<file path="src/rtl/instr_fetch_unit_pkg.sv">
// Shared fetch-stage definitions: widths, reset PC, RV32 field positions, opcodes and the buffered entry type.
package instr_fetch_unit_pkg;

    localparam int unsigned XLEN = 32;
    localparam int unsigned ILEN = 32;
    localparam logic [XLEN-1:0] DEFAULT_RESET_PC = 32'h0000_0000;

    localparam int unsigned OP_LSB     = 0;
    localparam int unsigned OP_W       = 7;
    localparam int unsigned FUNCT3_LSB = 12;
    localparam int unsigned FUNCT3_W   = 3;
    localparam int unsigned FUNCT7_LSB = 25;
    localparam int unsigned FUNCT7_W   = 7;

    localparam logic [OP_W-1:0] OPC_LOAD   = 7'h03;
    localparam logic [OP_W-1:0] OPC_OP_IMM = 7'h13;
    localparam logic [OP_W-1:0] OPC_AUIPC  = 7'h17;
    localparam logic [OP_W-1:0] OPC_STORE  = 7'h23;
    localparam logic [OP_W-1:0] OPC_OP     = 7'h33;
    localparam logic [OP_W-1:0] OPC_LUI    = 7'h37;
    localparam logic [OP_W-1:0] OPC_BRANCH = 7'h63;
    localparam logic [OP_W-1:0] OPC_JALR   = 7'h67;
    localparam logic [OP_W-1:0] OPC_JAL    = 7'h6f;

    typedef struct packed {
        logic [ILEN-1:0] instr;
        logic [XLEN-1:0] pc;
    } fetch_entry_t;

    function automatic logic [OP_W-1:0] instr_op(input logic [ILEN-1:0] instr);
        return instr[OP_LSB +: OP_W];
    endfunction

    function automatic logic [FUNCT3_W-1:0] instr_funct3(input logic [ILEN-1:0] instr);
        return instr[FUNCT3_LSB +: FUNCT3_W];
    endfunction

    function automatic logic [FUNCT7_W-1:0] instr_funct7(input logic [ILEN-1:0] instr);
        return instr[FUNCT7_LSB +: FUNCT7_W];
    endfunction

endpackage

</file>
<file path="src/rtl/instr_fetch_unit_if.sv">
// Fetch-stage bus bundle: instruction-memory request/response, redirect from execute, decode slot.
interface instr_fetch_unit_if #(
    parameter int unsigned XLEN = 32
) ();
    logic            imem_req_valid;
    logic            imem_req_ready;
    logic [XLEN-1:0] imem_req_addr;
    logic            imem_rsp_valid;
    logic [31:0]     imem_rsp_data;
    logic            redirect;
    logic [XLEN-1:0] redirect_pc;
    logic            id_valid;
    logic            id_ready;
    logic [31:0]     id_instr;
    logic [XLEN-1:0] id_pc;
    logic [XLEN-1:0] id_pc_plus4;
    logic [6:0]      op;
    logic [2:0]      funct3;
    logic [6:0]      funct7;

    modport master (
        output imem_req_valid, imem_req_addr, id_valid, id_instr, id_pc, id_pc_plus4,
               op, funct3, funct7,
        input  imem_req_ready, imem_rsp_valid, imem_rsp_data, redirect, redirect_pc, id_ready
    );

    modport slave (
        input  imem_req_valid, imem_req_addr, id_valid, id_instr, id_pc, id_pc_plus4,
               op, funct3, funct7,
        output imem_req_ready, imem_rsp_valid, imem_rsp_data, redirect, redirect_pc, id_ready
    );
endinterface

</file>
<file path="src/rtl/instr_fetch_unit_fifo.sv">
// Synchronous instruction buffer with flush; flush outranks push/pop, no read-through bypass.
module instr_fetch_unit_fifo #(
    parameter int unsigned DEPTH = 2,
    parameter int unsigned WIDTH = 64
) (
    input  logic                         clk,
    input  logic                         rst,
    input  logic                         push_i,
    input  logic                         pop_i,
    input  logic                         flush_i,
    input  logic [WIDTH-1:0]             wdata_i,
    output logic [WIDTH-1:0]             rdata_o,
    output logic [$clog2(DEPTH+1)-1:0]   count_o,
    output logic                         full_o,
    output logic                         empty_o
);
    localparam int unsigned PW = $clog2(DEPTH);
    localparam int unsigned CW = $clog2(DEPTH+1);

    logic [WIDTH-1:0] mem_q [DEPTH];
    logic [PW-1:0]    wr_q, wr_d, rd_q, rd_d;
    logic [CW-1:0]    cnt_q, cnt_d;

    always_comb begin
        wr_d  = wr_q;
        rd_d  = rd_q;
        cnt_d = cnt_q;
        if (flush_i) begin
            wr_d  = '0;
            rd_d  = '0;
            cnt_d = '0;
        end else begin
            if (push_i) wr_d = wr_q + PW'(1);
            if (pop_i)  rd_d = rd_q + PW'(1);
            cnt_d = cnt_q + CW'(push_i) - CW'(pop_i);
        end
    end

    always_ff @(posedge clk) begin
        if (rst) begin
            wr_q  <= '0;
            rd_q  <= '0;
            cnt_q <= '0;
        end else begin
            wr_q  <= wr_d;
            rd_q  <= rd_d;
            cnt_q <= cnt_d;
        end
    end

    // Storage carries no reset; validity is tracked by cnt_q alone.
    always_ff @(posedge clk) begin
        if (push_i && !flush_i && !rst) mem_q[wr_q] <= wdata_i;
    end

    assign rdata_o = mem_q[rd_q];
    assign count_o = cnt_q;
    assign full_o  = (cnt_q == CW'(DEPTH));
    assign empty_o = (cnt_q == '0);
endmodule

</file>
<file path="src/rtl/instr_fetch_unit.sv">
// Fetch stage: owns the PC, issues credit-limited in-order imem requests, buffers words for decode,
// and squashes buffered/in-flight words on a redirect.
module instr_fetch_unit
    import instr_fetch_unit_pkg::*;
#(
    parameter logic [XLEN-1:0] RESET_PC   = DEFAULT_RESET_PC,
    parameter int unsigned     FIFO_DEPTH = 2
) (
    input  logic              clk,
    input  logic              rst,
    instr_fetch_unit_if.master bus
);
    localparam int unsigned CW = $clog2(FIFO_DEPTH+1);

    logic [XLEN-1:0] fetch_pc_q, fetch_pc_d;
    logic [XLEN-1:0] rsp_pc_q, rsp_pc_d;
    logic [CW-1:0]   outst_q, outst_d;
    logic [CW-1:0]   drop_q, drop_d;
    logic [CW-1:0]   fifo_cnt;
    logic            fifo_full, fifo_empty;
    logic            credit_c, req_valid_c, req_fire_c, push_c, pop_c;
    logic [XLEN-1:0] target_c;
    logic            unused_c;
    fetch_entry_t    head, push_entry;

    assign target_c = {bus.redirect_pc[XLEN-1:2], 2'b00};
    assign unused_c = ^bus.redirect_pc[1:0];

    // Requests in flight plus buffered words never exceed the buffer, so every response has a slot.
    assign credit_c    = ({1'b0, outst_q} + {1'b0, fifo_cnt}) < (CW+1)'(FIFO_DEPTH);
    assign req_valid_c = !rst && !bus.redirect && credit_c && (drop_q == '0);
    assign req_fire_c  = req_valid_c && bus.imem_req_ready;
    assign pop_c       = bus.id_valid && bus.id_ready && !bus.redirect;

    always_comb begin
        fetch_pc_d = fetch_pc_q;
        rsp_pc_d   = rsp_pc_q;
        outst_d    = outst_q;
        drop_d     = drop_q;
        push_c     = 1'b0;
        if (bus.redirect) begin
            fetch_pc_d = target_c;
            rsp_pc_d   = target_c;
            outst_d    = outst_q - CW'(bus.imem_rsp_valid);
            drop_d     = outst_q - CW'(bus.imem_rsp_valid);
        end else begin
            if (req_fire_c) fetch_pc_d = fetch_pc_q + XLEN'(4);
            outst_d = outst_q + CW'(req_fire_c) - CW'(bus.imem_rsp_valid);
            if (bus.imem_rsp_valid) begin
                if (drop_q != '0) begin
                    drop_d = drop_q - CW'(1);
                end else begin
                    push_c   = 1'b1;
                    rsp_pc_d = rsp_pc_q + XLEN'(4);
                end
            end
        end
    end

    always_ff @(posedge clk) begin
        if (rst) begin
            fetch_pc_q <= RESET_PC;
            rsp_pc_q   <= RESET_PC;
            outst_q    <= '0;
            drop_q     <= '0;
        end else begin
            fetch_pc_q <= fetch_pc_d;
            rsp_pc_q   <= rsp_pc_d;
            outst_q    <= outst_d;
            drop_q     <= drop_d;
        end
    end

    always_ff @(posedge clk) begin
        if (!rst) assert (!(push_c && fifo_full));
    end

    assign push_entry.instr = bus.imem_rsp_data;
    assign push_entry.pc    = rsp_pc_q;

    instr_fetch_unit_fifo #(
        .DEPTH (FIFO_DEPTH),
        .WIDTH ($bits(fetch_entry_t))
    ) u_fifo (
        .clk     (clk),
        .rst     (rst),
        .push_i  (push_c),
        .pop_i   (pop_c),
        .flush_i (bus.redirect),
        .wdata_i (push_entry),
        .rdata_o (head),
        .count_o (fifo_cnt),
        .full_o  (fifo_full),
        .empty_o (fifo_empty)
    );

    assign bus.imem_req_valid = req_valid_c;
    assign bus.imem_req_addr  = fetch_pc_q;
    assign bus.id_valid       = !rst && !fifo_empty;
    assign bus.id_instr       = head.instr;
    assign bus.id_pc          = head.pc;
    assign bus.id_pc_plus4    = head.pc + XLEN'(4);
    assign bus.op             = instr_op(head.instr);
    assign bus.funct3         = instr_funct3(head.instr);
    assign bus.funct7         = instr_funct7(head.instr);
endmodule

</file>
<file path="src/flat_wrapper.sv">
// flat-port wrapper written by rule: the top's interface ports become plain ports
module instr_fetch_unit_flat import instr_fetch_unit_pkg::*;
#(
    parameter logic [XLEN-1:0] RESET_PC   = DEFAULT_RESET_PC,
    parameter int unsigned     FIFO_DEPTH = 2
)
  (clk, rst, bus_imem_req_valid, bus_imem_req_addr, bus_id_valid, bus_id_instr, bus_id_pc, bus_id_pc_plus4, bus_op, bus_funct3, bus_funct7, bus_imem_req_ready, bus_imem_rsp_valid, bus_imem_rsp_data, bus_redirect, bus_redirect_pc, bus_id_ready);
  instr_fetch_unit_if #(.XLEN(32)) bus_i ();
  input  logic clk;
  input  logic rst;
  output wire logic [$bits(bus_i.imem_req_valid)-1:0] bus_imem_req_valid;
  output wire logic [$bits(bus_i.imem_req_addr)-1:0] bus_imem_req_addr;
  output wire logic [$bits(bus_i.id_valid)-1:0] bus_id_valid;
  output wire logic [$bits(bus_i.id_instr)-1:0] bus_id_instr;
  output wire logic [$bits(bus_i.id_pc)-1:0] bus_id_pc;
  output wire logic [$bits(bus_i.id_pc_plus4)-1:0] bus_id_pc_plus4;
  output wire logic [$bits(bus_i.op)-1:0] bus_op;
  output wire logic [$bits(bus_i.funct3)-1:0] bus_funct3;
  output wire logic [$bits(bus_i.funct7)-1:0] bus_funct7;
  input wire logic [$bits(bus_i.imem_req_ready)-1:0] bus_imem_req_ready;
  input wire logic [$bits(bus_i.imem_rsp_valid)-1:0] bus_imem_rsp_valid;
  input wire logic [$bits(bus_i.imem_rsp_data)-1:0] bus_imem_rsp_data;
  input wire logic [$bits(bus_i.redirect)-1:0] bus_redirect;
  input wire logic [$bits(bus_i.redirect_pc)-1:0] bus_redirect_pc;
  input wire logic [$bits(bus_i.id_ready)-1:0] bus_id_ready;
  assign bus_imem_req_valid = bus_i.imem_req_valid;
  assign bus_imem_req_addr = bus_i.imem_req_addr;
  assign bus_id_valid = bus_i.id_valid;
  assign bus_id_instr = bus_i.id_instr;
  assign bus_id_pc = bus_i.id_pc;
  assign bus_id_pc_plus4 = bus_i.id_pc_plus4;
  assign bus_op = bus_i.op;
  assign bus_funct3 = bus_i.funct3;
  assign bus_funct7 = bus_i.funct7;
  assign bus_i.imem_req_ready = bus_imem_req_ready;
  assign bus_i.imem_rsp_valid = bus_imem_rsp_valid;
  assign bus_i.imem_rsp_data = bus_imem_rsp_data;
  assign bus_i.redirect = bus_redirect;
  assign bus_i.redirect_pc = bus_redirect_pc;
  assign bus_i.id_ready = bus_id_ready;
  instr_fetch_unit #(.RESET_PC(RESET_PC), .FIFO_DEPTH(FIFO_DEPTH)) u_core (.clk(clk), .rst(rst), .bus(bus_i));
endmodule
</file>
<file path="config.mk">
export PLATFORM = sky130hd
export DESIGN_NAME = instr_fetch_unit_flat
export DESIGN_NICKNAME = d
export VERILOG_FILES = /design/src/rtl/instr_fetch_unit_pkg.sv /design/src/rtl/instr_fetch_unit_if.sv /design/src/rtl/instr_fetch_unit_fifo.sv /design/src/rtl/instr_fetch_unit.sv /design/src/flat_wrapper.sv
export SDC_FILE = /design/constraint.sdc
export NUM_CORES = 1
export LEC_CHECK = 0
export ABC_AREA = 0
export BUFFER_PORTS_ARGS = -buffer_cell sky130_fd_sc_hd__buf_2
export CAP_MARGIN = 0
export CORE_MARGIN = 3
export CORE_UTILIZATION = 30
export CTS_BUF_LIST = sky130_fd_sc_hd__clkbuf_4
export CTS_CLUSTER_SIZE = 20
export DETAILED_ROUTE_END_ITERATION = 10
export HOLD_SLACK_MARGIN = 0.1
export PLACE_DENSITY = 0.46
export SLEW_MARGIN = 10
export SYNTH_ARGS = -nofsm -noshare
export SYNTH_HDL_FRONTEND = slang
export SYNTH_SLANG_ARGS = --single-unit
</file>
<file path="constraint.sdc">
create_clock -name clk -period 7.35 [get_ports clk]
set_clock_uncertainty 0.1 [all_clocks]
set_input_delay 0.735 -clock clk [delete_from_list [all_inputs] [get_ports clk]]
set_output_delay 0.735 -clock clk [all_outputs]
set_load 0.05 [all_outputs]
</file>
==> reports/results.tsv, run 1 <==
metric	value	unit
H-tree levels	4	
post-DP HPWL	16200	um
Crit Path Max Fanout	56	
GPL Wtd Cong	0.741	
Yosys reg bits	193	
Sink Count	193	
post_cts resized	0	
die width	180	um
Num CTS Buffers	17	
Final Total Pwr	2.12	mW
Die Height	180	um
IR drop worst, VDD	0.0812	mV
CTS tree	yes	
first-pass GRT wire length	35500	um
Net Sw Power	0.680	mW
outcome	finished clean	
unrepaired setup endpoints after global routing	no	
initial core utilization	30.5	%
clock power share	26.8	%
Switching Fraction	32.1	%
clk buf depth	2	
Sequential Power Share	58.3	%
Layout Cells excl Fill	1368	
final cell utilization of the core	35.9	%
initial drt markers	302	
sequential area share after synthesis	56.2	%
Comb pwr share	14.8	%
Site Rows	63	
root buf cell	clkbuf_4	
largest family of logic cells by synthesized area	simple AND/OR/NAND/NOR gates	
yosys warns	0	
vias per cell	4.60	
overflow left after global routing	0	
Compound-Gate Fraction of Synth Area	8.09	%
mapped cell area	9080	um^2
Inst Count DP	1335	
XOR/XNOR Fraction of Synth Area	7.91	%
Final min period	4780	ps
instance count of the mapped netlist	778	
CTS Hold Bufs	0	
IO buf count	208	
# setup viols final	0	
initial antenna violation count	1	
simple-gate share of the synthesized area	12.9	%
wire per inst	16.4	um
number of synthesized flops with an enable pin	124	
Hold Path Class	in2reg	
Synth top cells by count	124 x edfxtp_1, 69 x dfxtp_1, 54 x mux2_2	
cell accounting for the most synthesized area	edfxtp_1	
post-synthesis average cell area	11.7	um^2
Max transition margin	32.5	%
Setup crit end kind	output port	
final WL	22400	um
Total Routing Usage GR	13.7	%
PD cells	199	nW/um^2
Yosys cell types	53	
Synth Area in Adders	1.32	%
Area growth syn-to-layout	17.6	%
Worst setup SP type	flop	
Final #Nets	1043	
Die Footprint	32400	um^2
fraction of registers with async set/reset	0	%
Hold Vio Cnt, Final	0	
post-route DRC violation count	0	
Final Max Slew Viols	0	
clock latency on the worst-skew pair	570	ps
# IOs	217	
P_leak	4.02	nW
critical path data arrival time	3950	ps
Tcrit/Tclk final	65.1	%
post-CTS setup buffer count	0	
critical path class	reg2out	
number of global-route vias before repair	6181	
Worst EP required	6510	ps
Internal	1.44	mW
Reg clk slew, reported paths	190	ps
post-synthesis mux area share	8.15	%
fmax	209	MHz
maximum capacitance violations	0	
most frequent cell after synthesis	edfxtp_1	
leading post-synthesis cells by cell area	edfxtp_1 41%, dfxtp_1 15%, mux2_2 6.7%	
Routed Antenna Nets	0	
share of cells above drive strength 1	31.9	%
setup_tns	0	ps
via count	6291	
largest net degree at the start of global routing	70	
slew of the pin with the lowest slew margin	1000	ps
post-synth top area share	41.0	%
Synth Flop Type	edfxtp_1	
first drt pass iteration count	5	
core box area	29700	um^2
==> state kept, by name, indices dropped and copies added (netlist names), named ones only <==
register / flops
u_core.outst_q: 2
u_core.u_fifo.wr_q: 1
u_core.drop_q: 2
u_core.bus.imem_req_addr: 30
u_core.u_fifo.mem_q: 124
u_core.rsp_pc_q: 30
u_core.u_fifo.rd_q: 1
u_core.u_fifo.count_o: 2
==> worst max-delay path, cell delays in order (launching register included) <==
cell and delay, ps:
dfxtp_4 680, buf_4 600, nand4_1 250, a221oi_2 500, nand4_1 430, a211oi_1 410
xnor2_1 190, buf_2 300
==> power groups by stage <==
stage	Sequential, mW	Clock (mW)	Combinational (mW)
after floorplan	1.29	0	0.202
after global placement	1.26	0	0.315
after detailed placement	1.26	0	0.317
after CTS	1.24	0.611	0.318
after global routing	1.25	0.647	0.339
final	1.24	0.570	0.314
==> worst paths after layout <==
path / startpoint / endpoint / slack [ps] / cells after the start
setup / recovery: flop / bus_id_pc_plus4[26] / 2570 / 7
setup reg to reg: u_core.u_fifo.count_o[0] / u_core.bus.imem_req_addr[27] / 4290 / 7
hold / removal: bus_imem_rsp_data[18] / u_core.u_fifo.mem_q[0][50] / 220 / 1
hold reg to reg: u_core.rsp_pc_q[30] / u_core.u_fifo.mem_q[1][30] / 390 / 0
==> final cells by class <==
class                           instances  area [um^2]
Fill cell                            3011        19000
Multi-Input combinational cell        490         3520
Clock inverter                         15          156
Clock buffer                           17          128
Inverter                               46          173
Antenna cell                            1         2.50
Tap cell                              390          488
Timing Repair Buffer                  216         1100
Sequential cell                       193         5110
==> cell families after synthesis <==
logic type | count (synthesis)
flops | 193
mux | 67
other cells | 1
compound gates | 110
simple gates | 216
xor+xnor | 82
buf+inv | 100
fa+ha+maj | 9
==> cell usage in the layout (no fill, tap or decap), types with 5 or more instances in the layout <==
master,n
a21boi_1,7
and3_1,10
nor4_1,5
xnor2_1,37
nor3_1,8
a211oi_1,12
inv_6,6
conb_1,6
nand3_1,39
buf_4,8
nor2_1,35
clkbuf_4,17
nand2_1,47
mux2_2,54
mux2i_1,12
nand4b_1,7
a31oi_1,6
a21boi_0,25
a21oi_1,37
buf_2,208
dfxtp_1,68
xor2_1,45
inv_1,46
edfxtp_1,124
or3_1,5
ha_1,8
and2_1,5
nand4_1,31
==> metrics by stage <==
step | setup slack (ps) | instance area (um^2) | hold slack (ps)
finish | 2570 | 10700 | 224
global route | 2200 | 10700 | 146
CTS | 2410 | 10700 | 152
detailed placement | 3100 | 10400 | 383
global placement | 3160 | 10400 | 361
floorplan | 1000 | 9100 | 326
==> metal layers <==
| layer | track usage [%] | share of wire [%] | vias up |
|---|---|---|---|
| met5 | 0 | 0 | - |
| met4 | 3.06 | 0.99 | 0 |
| met3 | 2.57 | 5.1 | 16 |
| met2 | 19.7 | 41 | 197 |
| met1 | 21.3 | 53 | 2918 |
| li1 | - | - | 3160 |
Note: power is estimated with default switching activity, not from simulation.
==> run 2, diff against run 1 <==
- PLACE_DENSITY: 0.46 -> 0.48
- clock period: 7.35 -> 4.32 ns (I/O delays scaled with it)
==> run 2 against run 1 <==
  * Via count increased by 5.2%
  * Highest routed layer unchanged
  * Clock power up 68%
  * Wire length is 4.5% higher
  * Non-clock buffer count increased by 60
  * Final cell count increased by 4.4%
  * Critical path type unchanged
==> reports/results.tsv, run 2 (synthesized netlist as in run 1, its figures left out) <==
metric	value	unit
slew of the pin with the lowest slew margin	1020	ps
Max transition margin	31.3	%
Final Max Slew Viols	0	
Total Routing Usage GR	14.1	%
H-tree levels	4	
share of cells above drive strength 1	31.6	%
Net Sw Power	1.16	mW
worst path bufs/invs	2	
outcome	finished clean	
unrepaired setup endpoints after global routing	no	
worst min-delay path endpoint	u_core.bus.imem_req_addr[11]	
worst hold path startpoint	bus_redirect_pc[11]	
clock power share	26.3	%
max reg flops	124	
Area after DPL	10500	um^2
GPL Wtd Cong	0.789	
most common cell after layout, fill and taps aside	buf_2	
overflow left after global routing	0	
Num CTS Buffers	17	
Die Footprint	32400	um^2
Routed Antenna Nets	0	
# IOs	217	
Tcrit/Tclk final	89.4	%
Switching Fraction	31.8	%
fmax	259	MHz
core box area	29700	um^2
clock latency on the worst-skew pair	580	ps
worst r2r src	u_core.outst_q[0]	
initial drt markers	311	
worst slack at placement	756	ps
maximum capacitance violations	0	
first-pass GRT wire length	36600	um
Site Rows	63	
vias per cell	4.63	
Reg clk slew, reported paths	160	ps
largest reg by FF count	u_core.u_fifo.mem_q	
commonest non-fill, non-tap cells in the layout	208 x buf_2, 124 x edfxtp_1, 68 x dfxtp_1	
worst r2r dst	u_core.bus.imem_req_addr[27]	
met3 Track Usage GR	2.08	%
Hold Path Stages	4	
P_leak	4.29	nW
Hold Vio Cnt, Final	0	
post-route DRC violation count	0	
initial core utilization	30.5	%
number of global-route vias before repair	6348	
Comb pwr share	15.9	%
Critical Path Max Stage Delay	540	ps
layout filler cell count	2983	
IR drop worst, VDD	0.115	mV
CTS tree	yes	
depth of the most critical reg-to-reg path	7	
Sequential Power Share	57.7	%
initial antenna violation count	1	
Sink Count	193	
post-route design area	11400	um^2
Final min period	3860	ps
Die Height	180	um
Crit Path Max Fanout	30	
via count	6618	
Setup crit end kind	output port	
die width	180	um
Worst setup SP type	flop	
critical path class	reg2out	
crit-path leading delay family	simple AND/OR/NAND/NOR gates	
grt met2 use	21.0	%
Hold Path Class	in2reg	
critical path data arrival time	3330	ps
CP max stage cell	dfxtp_4	
cell chain of the critical path	buf_4 > mux2i_1 > a211oi_1 > nand4_1 > nor3b_1 > xor2_1 > buf_2	
gr busiest metal	met1	
worst reg2reg setup slack	1260	ps
first drt pass iteration count	4	
IO buf count	208	
PD cells	321	nW/um^2
Final #Nets	1103	
root buf cell	clkbuf_4	
final WL	23400	um
Area growth syn-to-layout	25.4	%
largest net degree at the start of global routing	69	
met1 usage	21.7	%
Internal	2.49	mW
# setup viols final	0	
Worst EP required	3790	ps
clk buf depth	2	
wire per inst	16.4	um
post-DP HPWL	16600	um
setup ws final	459	ps
==> run 2: changes by cell type in the layout (fill, tap and decap cells not counted), sizes merged <==
| cell | previous run | this run |
|---|---|---|
| buf | 216 | 221 |
| clkbuf | 17 | 18 |
| clkinv | 5 | 7 |
| clkinvlp | 0 | 2 |
| dlygate4sd3 | 0 | 55 |
| inv | 56 | 51 |
==> run 2: how the worst max path moves through the flow <==
stage | startpoint | endpoint | slack, ps | depth (start not counted)
after floorplan | bus_redirect | u_core.u_fifo.mem_q[0][10] | -1720 | 4
after global placement | flop | bus_id_pc_plus4[26] | 800 | 7
after detailed placement | flop | bus_id_pc_plus4[26] | 760 | 7
after CTS | flop | bus_id_pc_plus4[26] | 90 | 7
after global routing | flop | bus_id_pc_plus4[31] | 150 | 7
final | flop | bus_id_pc_plus4[31] | 460 | 7
==> run 2: worst register-to-register path: cells and delay by family, from the launching register on <==
kind	cells	cell delay, ps
and+or+nand+nor	4	1640
adders and majority gates	1	440
AOI/OAI and AO/OA	1	140
DFF	1	350
muxes	1	340
==> run 2: power groups by stage <==
stage / combinational, mW / clock [mW] / sequential [mW]
floorplan: 0.346 / 0 / 2.19
CTS: 0.587 / 1.02 / 2.11
detailed placement: 0.545 / 0 / 2.15
global route: 0.625 / 1.09 / 2.12
global placement: 0.541 / 0 / 2.15
finish: 0.582 / 0.960 / 2.11
==> run 2: area by class of cell <==
type / instances / area [um^2] / area share, %
repair buffers: 276 / 1730 / 15.2
inverters: 46 / 176 / 1.55
flip-flops and latches: 193 / 5110 / 44.9
multi-input cells: 490 / 3590 / 31.5
diodes: 1 / 2.50 / 0.0220
clock inverters: 14 / 146 / 1.29
clock buffers: 18 / 135 / 1.19
well taps: 390 / 488 / 4.29
==> run 2: routing by layer <==
layer	vias up	part of all wire (%)
met5	-	0
met2	201	43
met3	17	4.7
met1	3127	52
li1	3273	-
met4	0	0.90
==> run 2: metrics by stage <==
step           power [mW]  cells  utilization (%)  hold WS (ps)  TNS (ps)
2_1_floorplan        2.54    783                -           326   -213860
3_3_place_gp         2.69   1338             35.3           374         0
3_5_place_dp         2.69   1338             35.3           379         0
4_1_cts              3.71   1425             38.1           100         0
5_1_grt              3.84   1428             38.3           116         0
6_report             3.65   1428             38.3           154         0
==> run 2: timing repair <==
item | in CTS | in global routing
gates resized for setup | 0 | 3
hold buffers | 55 | 0
hold endpoints to repair | 105 | 0
buffers inserted | 0 | 2
endpoints found under the setup margin | 0 | 5
